==> src/rtl/split_vector_loader.sv <==
// -----------------------------------------------------------------------------
// split_vector_loader
//
// Purpose:
//    Writer side of a split_N constraint checker. Serial WORD_W-bit words are
//    assembled into one TOTAL_W-bit assignment vector that drives the checker's
//    var_* inputs. Once the vector is complete, the block waits SETTLE_CYC cycles
//    and then samples the checker verdict chk_x. It returns one pass/fail result
//    per vector over a valid/ready handshake. It also keeps saturating pass and
//    fail counters.
//
// Ports:
//    clk        rising-edge clock for all logic
//    rst_n      synchronous reset, active-low
//    in_valid   stream word valid
//    in_ready   stream word accepted when in_valid & in_ready (LOAD state only)
//    in_data    stream word; word k lands at vec_out[k*WORD_W +: WORD_W]
//    in_last    marks the final word of a vector
//    vec_out    assembled assignment vector, to the checker
//    vec_valid  vec_out is complete and stable
//    chk_x      checker verdict (1 = constraints satisfied)
//    res_valid  result available
//    res_ready  result consumed when res_valid & res_ready
//    res_pass   sampled chk_x, forced to 0 on a framing error
//    res_err    framing error: in_last not aligned with the final word
//    pass_cnt   saturating count of passing results
//    fail_cnt   saturating count of failing results (framing errors included)
// -----------------------------------------------------------------------------
module split_vector_loader #(
   parameter int TOTAL_W    = 1536,
   parameter int WORD_W     = 16,
   parameter int SETTLE_CYC = 2,
   parameter int CNT_W      = 16
) (
   input  logic               clk,
   input  logic               rst_n,
   input  logic               in_valid,
   output logic               in_ready,
   input  logic [WORD_W-1:0]  in_data,
   input  logic               in_last,
   output logic [TOTAL_W-1:0] vec_out,
   output logic               vec_valid,
   input  logic               chk_x,
   output logic               res_valid,
   input  logic               res_ready,
   output logic               res_pass,
   output logic               res_err,
   output logic [CNT_W-1:0]   pass_cnt,
   output logic [CNT_W-1:0]   fail_cnt
);

   localparam int NUM_WORDS = (TOTAL_W + WORD_W - 1) / WORD_W;
   // The final word may be narrower than WORD_W; its upper bits are dropped.
   localparam int LAST_W    = TOTAL_W - (NUM_WORDS - 1) * WORD_W;
   localparam int IDX_W     = (NUM_WORDS > 1) ? $clog2(NUM_WORDS) : 1;
   localparam int SET_W     = (SETTLE_CYC > 1) ? $clog2(SETTLE_CYC) : 1;

   localparam logic [IDX_W-1:0] LAST_IDX = IDX_W'(NUM_WORDS - 1);
   localparam logic [SET_W-1:0] SET_LAST = SET_W'(SETTLE_CYC - 1);

   typedef enum logic [1:0] {
      ST_LOAD   = 2'd0,
      ST_SETTLE = 2'd1,
      ST_REPORT = 2'd2
   } state_t;

   state_t             state_q, state_d;
   logic [IDX_W-1:0]   idx_q, idx_d;
   logic [SET_W-1:0]   settle_q, settle_d;
   logic               pass_q, pass_d;
   logic               err_q, err_d;
   logic [CNT_W-1:0]   pass_cnt_q, pass_cnt_d;
   logic [CNT_W-1:0]   fail_cnt_q, fail_cnt_d;

   logic               accept;
   logic               res_hs;
   logic               at_last;
   logic               settle_done;

   assign accept      = in_valid & in_ready;
   assign res_hs      = res_valid & res_ready;
   assign at_last     = (idx_q == LAST_IDX);
   assign settle_done = (settle_q == SET_LAST);

   // ------------------------------------------------------------------
   // FSM: state register
   // ------------------------------------------------------------------
   always_ff @(posedge clk) begin
      if (!rst_n) begin
         state_q <= ST_LOAD;
      end else begin
         state_q <= state_d;
      end
   end

   // ------------------------------------------------------------------
   // FSM: next state
   // ------------------------------------------------------------------
   always_comb begin
      state_d = state_q;
      case (state_q)
         ST_LOAD: begin
            if (accept) begin
               if (in_last && at_last) begin
                  state_d = ST_SETTLE;
               end else if (in_last || at_last) begin
                  // Frame ended early, or ran past the final word.
                  state_d = ST_REPORT;
               end
            end
         end
         ST_SETTLE: begin
            if (settle_done) begin
               state_d = ST_REPORT;
            end
         end
         ST_REPORT: begin
            if (res_hs) begin
               state_d = ST_LOAD;
            end
         end
         default: state_d = ST_LOAD;
      endcase
   end

   // ------------------------------------------------------------------
   // FSM: outputs
   // ------------------------------------------------------------------
   always_comb begin
      in_ready  = 1'b0;
      vec_valid = 1'b0;
      res_valid = 1'b0;
      case (state_q)
         // Gated by rst_n so every output reads 0 while reset is held.
         ST_LOAD:   in_ready = rst_n;
         ST_SETTLE: vec_valid = 1'b1;
         ST_REPORT: begin
            res_valid = 1'b1;
            vec_valid = ~err_q;
         end
         default: begin
            in_ready  = 1'b0;
            vec_valid = 1'b0;
            res_valid = 1'b0;
         end
      endcase
   end

   // ------------------------------------------------------------------
   // Index, settle timer, result and counters
   // ------------------------------------------------------------------
   always_comb begin
      idx_d      = idx_q;
      settle_d   = settle_q;
      pass_d     = pass_q;
      err_d      = err_q;
      pass_cnt_d = pass_cnt_q;
      fail_cnt_d = fail_cnt_q;
      case (state_q)
         ST_LOAD: begin
            settle_d = '0;
            if (accept) begin
               if (in_last || at_last) begin
                  idx_d = '0;
               end else begin
                  idx_d = idx_q + IDX_W'(1);
               end
               // A mismatch between in_last and the final-word position is a
               // framing error.
               if (in_last != at_last) begin
                  err_d  = 1'b1;
                  pass_d = 1'b0;
               end
            end
         end
         ST_SETTLE: begin
            if (settle_done) begin
               settle_d = '0;
               pass_d   = chk_x;
               err_d    = 1'b0;
            end else begin
               settle_d = settle_q + SET_W'(1);
            end
         end
         ST_REPORT: begin
            if (res_hs) begin
               if (pass_q) begin
                  if (pass_cnt_q != {CNT_W{1'b1}}) begin
                     pass_cnt_d = pass_cnt_q + CNT_W'(1);
                  end
               end else begin
                  if (fail_cnt_q != {CNT_W{1'b1}}) begin
                     fail_cnt_d = fail_cnt_q + CNT_W'(1);
                  end
               end
               pass_d = 1'b0;
               err_d  = 1'b0;
               idx_d  = '0;
            end
         end
         default: begin
            idx_d    = '0;
            settle_d = '0;
         end
      endcase
   end

   always_ff @(posedge clk) begin
      if (!rst_n) begin
         idx_q      <= '0;
         settle_q   <= '0;
         pass_q     <= 1'b0;
         err_q      <= 1'b0;
         pass_cnt_q <= '0;
         fail_cnt_q <= '0;
      end else begin
         idx_q      <= idx_d;
         settle_q   <= settle_d;
         pass_q     <= pass_d;
         err_q      <= err_d;
         pass_cnt_q <= pass_cnt_d;
         fail_cnt_q <= fail_cnt_d;
      end
   end

   assign res_pass = pass_q;
   assign res_err  = err_q;
   assign pass_cnt = pass_cnt_q;
   assign fail_cnt = fail_cnt_q;

   // ------------------------------------------------------------------
   // Vector storage: one register per word slot. Each slot has its own
   // write enable, so bits that are not rewritten keep their old values.
   // ------------------------------------------------------------------
   genvar gi;
   generate
      for (gi = 0; gi < NUM_WORDS; gi++) begin : g_word
         localparam int W_G = (gi == NUM_WORDS - 1) ? LAST_W : WORD_W;

         logic [W_G-1:0] word_q, word_d;

         always_comb begin
            word_d = word_q;
            if (accept && (idx_q == IDX_W'(gi))) begin
               word_d = in_data[W_G-1:0];
            end
         end

         always_ff @(posedge clk) begin
            if (!rst_n) begin
               word_q <= '0;
            end else begin
               word_q <= word_d;
            end
         end

         assign vec_out[gi*WORD_W +: W_G] = word_q;
      end
   endgenerate

endmodule

==> config.mk <==
export PLATFORM = sky130hd
export DESIGN_NAME = split_vector_loader
export DESIGN_NICKNAME = d
export VERILOG_FILES = /design/src/rtl/split_vector_loader.sv
export SDC_FILE = /design/constraint.sdc
export NUM_CORES = 2
export LEC_CHECK = 0
export BUFFER_PORTS_ARGS = -buffer_cell sky130_fd_sc_hd__buf_2
export CAP_MARGIN = 20
export CORE_AREA = 2 2 622 624
export DETAILED_ROUTE_END_ITERATION = 8
export DIE_AREA = 0 0 624 626
export SYNTH_ARGS = -nofsm -noshare
export SYNTH_HDL_FRONTEND = slang
export SYNTH_SLANG_ARGS = --single-unit
==> constraint.sdc <==
create_clock -name clk -period 2.6 [get_ports clk]
set_input_delay 0.39 -clock clk [delete_from_list [all_inputs] [get_ports clk]]
set_output_delay 0.39 -clock clk [all_outputs]
set_load 0.01 [all_outputs]
==> summary.txt <==
Clock network
  – Total CTS buffers: 177
  – H-tree Lvls: 4
  – Clock Latency Late Sink: about 900 ps
  – Clk sink count: between 1500 and 2000
  – CTS tree: done
  – CTS Buffer Depth: 4
  – Root Driver: clkbuf_16
  – Clock slew at reported path FFs: roughly 60 ps

Power
  – Worst vdd ir: 0.5098 mV
  – Power Density: 656.4 nW/µm²
  – Final Total Pwr: 52.18 mW
  – Leakage Power: around 31 nW

Floorplanning
  – Die footprint: between 300000 and 400000 µm²
  – Die Ht: approximately 630 µm
  – FP Rows: ~230
  – Core footprint: ~380000 µm²
  – Starting Density: 14.97%
  – Chip width: between 600 and 700 µm
  – Top Ports: approximately 1600

Critical path
  – Critical Path AT: 2070 ps
  – Critical path class: reg2out
  – R2r setup slk: around 180 ps
  – Worst R2R Path Depth: 8
  – Crit path from: state_q[0]$_SDFFE_PN0P_
  – Critical Path RT: around 2200 ps
  – FF-to-FF End: g_word[49].word_q[15]$_SDFFE_PN0P_
  – Worst Setup Start Kind: register
  – CP endpoint: in_ready
  – CP Capture Type: primary output
  – Crit path max fanout: 13
  – Reg-to-reg startpoint: state_q[0]$_SDFFE_PN0P_

Drt
  – Top Metal Used: met4
  – Drc violations: 0
  – TritonRoute pass-1 iters: 5
  – Metal1 wirelength: between 100000 and 150000 µm
  – DRT iter0 DRCs: about 4700
  – Met3 WL: 23680 µm
  – Via density: about 4
  – Routed wire length: about 300000 µm
  – Routed len/inst: between 20 and 25 µm
  – Metal2 WL: between 100000 and 150000 µm
  – DR vias: roughly 57000
  – Remaining antenna violation count: 0

Layout
  – Most common cell after layout, fill and taps aside: nand2_1
  – Area grow syn2layout: 38.22%
  – Reg area: ~32000 µm²
  – Ratio of cells with drive above 1 in the final layout: 27.72%
  – Area of the multi-input gates: 23110 µm²
  – Nets: approximately 8700
  – # fillers: about 43000
  – Most frequent cells in the layout: 2717 x nand2_1, 1578 x dfxtp_1, 1577 x buf_2

Timing
  – Final worst path period need: 2457 ps
  – Max_slew headroom: between 30% and 40%
  – Slew Limit Fails: 0
  – Final Hold Fails: 0
  – Setup TNS Final: 0 ps
  – Worst hold slack: 114.5 ps
  – Max Freq: just over 400 MHz
  – Final setup fails: 0
  – Period utilization: between 90% and 100%
  – Worst Tran Pin Value: 961.1 ps
  – Final Skew: 42.61 ps
  – RSZ-0062 raised after global routing: no

Place
  – Number of buffers added on ports: roughly 1600
  – Dpl hpwl: ~210000 µm
  – GPL Wtd Cong: a little over 0.8

Global routing
  – GRT Overall Usage: ~14%
  – Initial antenna violation count: 18
  – First-pass GRT wire length: 402000 µm
  – Vias in the first global route: just over 50000
  – Largest net degree at the start of global routing: 133
  – Gr ovfl total: 0

Hold path
  – Worst min path class: in2reg

Outcome
  – Status: finished, final reports clean

Synth
  – Synth Flop Type: dfxtp_1
  – Asr flop ratio synth: 0%
  – Mapped Cells: roughly 7000
  – Synthesis-stage register bit count: around 1600
  – Syn Area/Cell: a little over 8 µm²
  – Mapped Area: between 50000 and 60000 µm²
  – Net count after synthesis: just over 7000
  – Post-synth EDFFs: 0
  – Register area share after synthesis: 55.00%
  – Post-synth cell types: 57
  – Yosys warnings: 0

Flow run
  – Max cap viols: 0
-- logic make-up (layout without fill, tap and decap cells) --
logic type / after synthesis / in the layout / synth area share [%]
other cells: 0 / 5 / 0
mux: 203 / 203 / 3.535
simple gates: 3214 / 3214 / 23.56
flops: 1580 / 1580 / 55.00
xor+xnor: 6 / 6 / 0.09138
buf+inv: 616 / 2351 / 5.200
fa+ha+maj: 12 / 12 / 0.2611
compound gates: 1400 / 1400 / 12.35
-- where the power goes --
part           total (mW)  switching (mW)  leakage (nW)  internal, mW
clock network        25.8            11.0          2.89          14.8
logic                2.15            1.67          15.7         0.482
registers            24.3          0.0223          12.7          24.2
-- synth_stat cells, types with 3 or more instances --
library cell,instances,area [µm²]
nand2_1,2717,10200
dfxtp_1,1580,31630
a21oi_1,1367,6842
clkbuf_1,357,1340
nor2_1,204,765.7
mux2i_1,202,2022
buf_2,171,855.8
nand3_1,85,425.4
nor3_4,54,878.3
buf_6,44,495.5
nor3_2,42,420.4
buf_4,27,202.7
o31ai_1,13,97.59
or3_1,13,81.33
or4_1,13,97.59
ha_1,12,150.1
nand4_1,12,75.07
inv_1,11,41.29
nand2b_1,11,68.82
nor4_1,10,62.56
and3_1,7,43.79
and4_1,7,61.31
o21ai_0,7,35.03
nor2b_1,5,31.28
xnor2_1,5,43.79
and2_1,4,25.02
nand4_4,4,85.08
nor3_1,4,20.02
a21oi_2,3,26.28
buf_1,3,11.26
nand3b_1,3,22.52
nor3b_2,3,37.54
or3b_1,3,26.28
-- worst max-delay path: stages, from the launching register on --
cell and delay (ps):
dfxtp_2 330, inv_1 130, ha_1 210, buf_6 190, and2_1 160, buf_2 190
-- worst min path at each step --
stage                                      startpoint                                 to  slack [ps]  cells after the start
floorplan                    settle_done$_SDFFE_PN0P_           settle_done$_SDFFE_PN0P_         450                      2
global placement    g_word[21].word_q[0]$_SDFFE_PN0P_  g_word[21].word_q[0]$_SDFFE_PN0P_         440                      2
detailed placement  g_word[26].word_q[5]$_SDFFE_PN0P_  g_word[26].word_q[5]$_SDFFE_PN0P_         440                      2
CTS                                           in_last            state_q[1]$_SDFFE_PN0P_         0.5                      5
global route                                  in_last            state_q[0]$_SDFFE_PN0P_          80                      5
finish                                        in_last            state_q[1]$_SDFFE_PN0P_         110                      5
-- routing by layer --
layer	GRT usage, %	vias up
met2	23.81	2744
li1	-	25978
met5	0	-
met1	17.37	27143
met3	3.048	675
met4	6.574	0
-- state kept, by name, summed over array words and instances (netlist names) --
signal / cells
g_word.word_q: 1536
state_q: 2
fail_cnt: 16
res_pass: 1
idx_q: 7
settle_done: 1
res_err: 1
pass_cnt: 16
-- per-stage QoR --
step | cell area [µm²] | std cells | worst slack (ps) | utilization [%]
final | 79490 | 13831 | 143.4 | 20.69
after floorplan | 57510 | 7031 | 249.4 | -
after global placement | 73340 | 13494 | 157.3 | 19.08
after CTS | 79460 | 13823 | 16.29 | 20.68
after global routing | 79490 | 13829 | 2.161 | 20.69
after detailed placement | 73340 | 13494 | 120.0 | 19.08
-- timing repair --
| item | in CTS | in global routing |
|---|---|---|
| hold buffers | 19 | 0 |
| pin swaps | 0 | 1 |
| buffers inserted | 0 | 3 |
| cloned | 0 | 0 |
| gates resized for setup | 8 | 0 |
| endpoints found under the setup margin | 1 | 2 |
| hold endpoints to repair | 184 | 0 |
-- layout make-up --
class / instances / share of cell area, %
multi-input cells: 4835 / 29.07
flip-flops and latches: 1580 / 39.79
clock inverters: 65 / 1.069
repair buffers: 2029 / 15.66
diodes: 5 / 0.01574
well taps: 5060 / 7.964
inverters: 12 / 0.06611
clock buffers: 245 / 6.362
(Power assumes the default switching activity.)
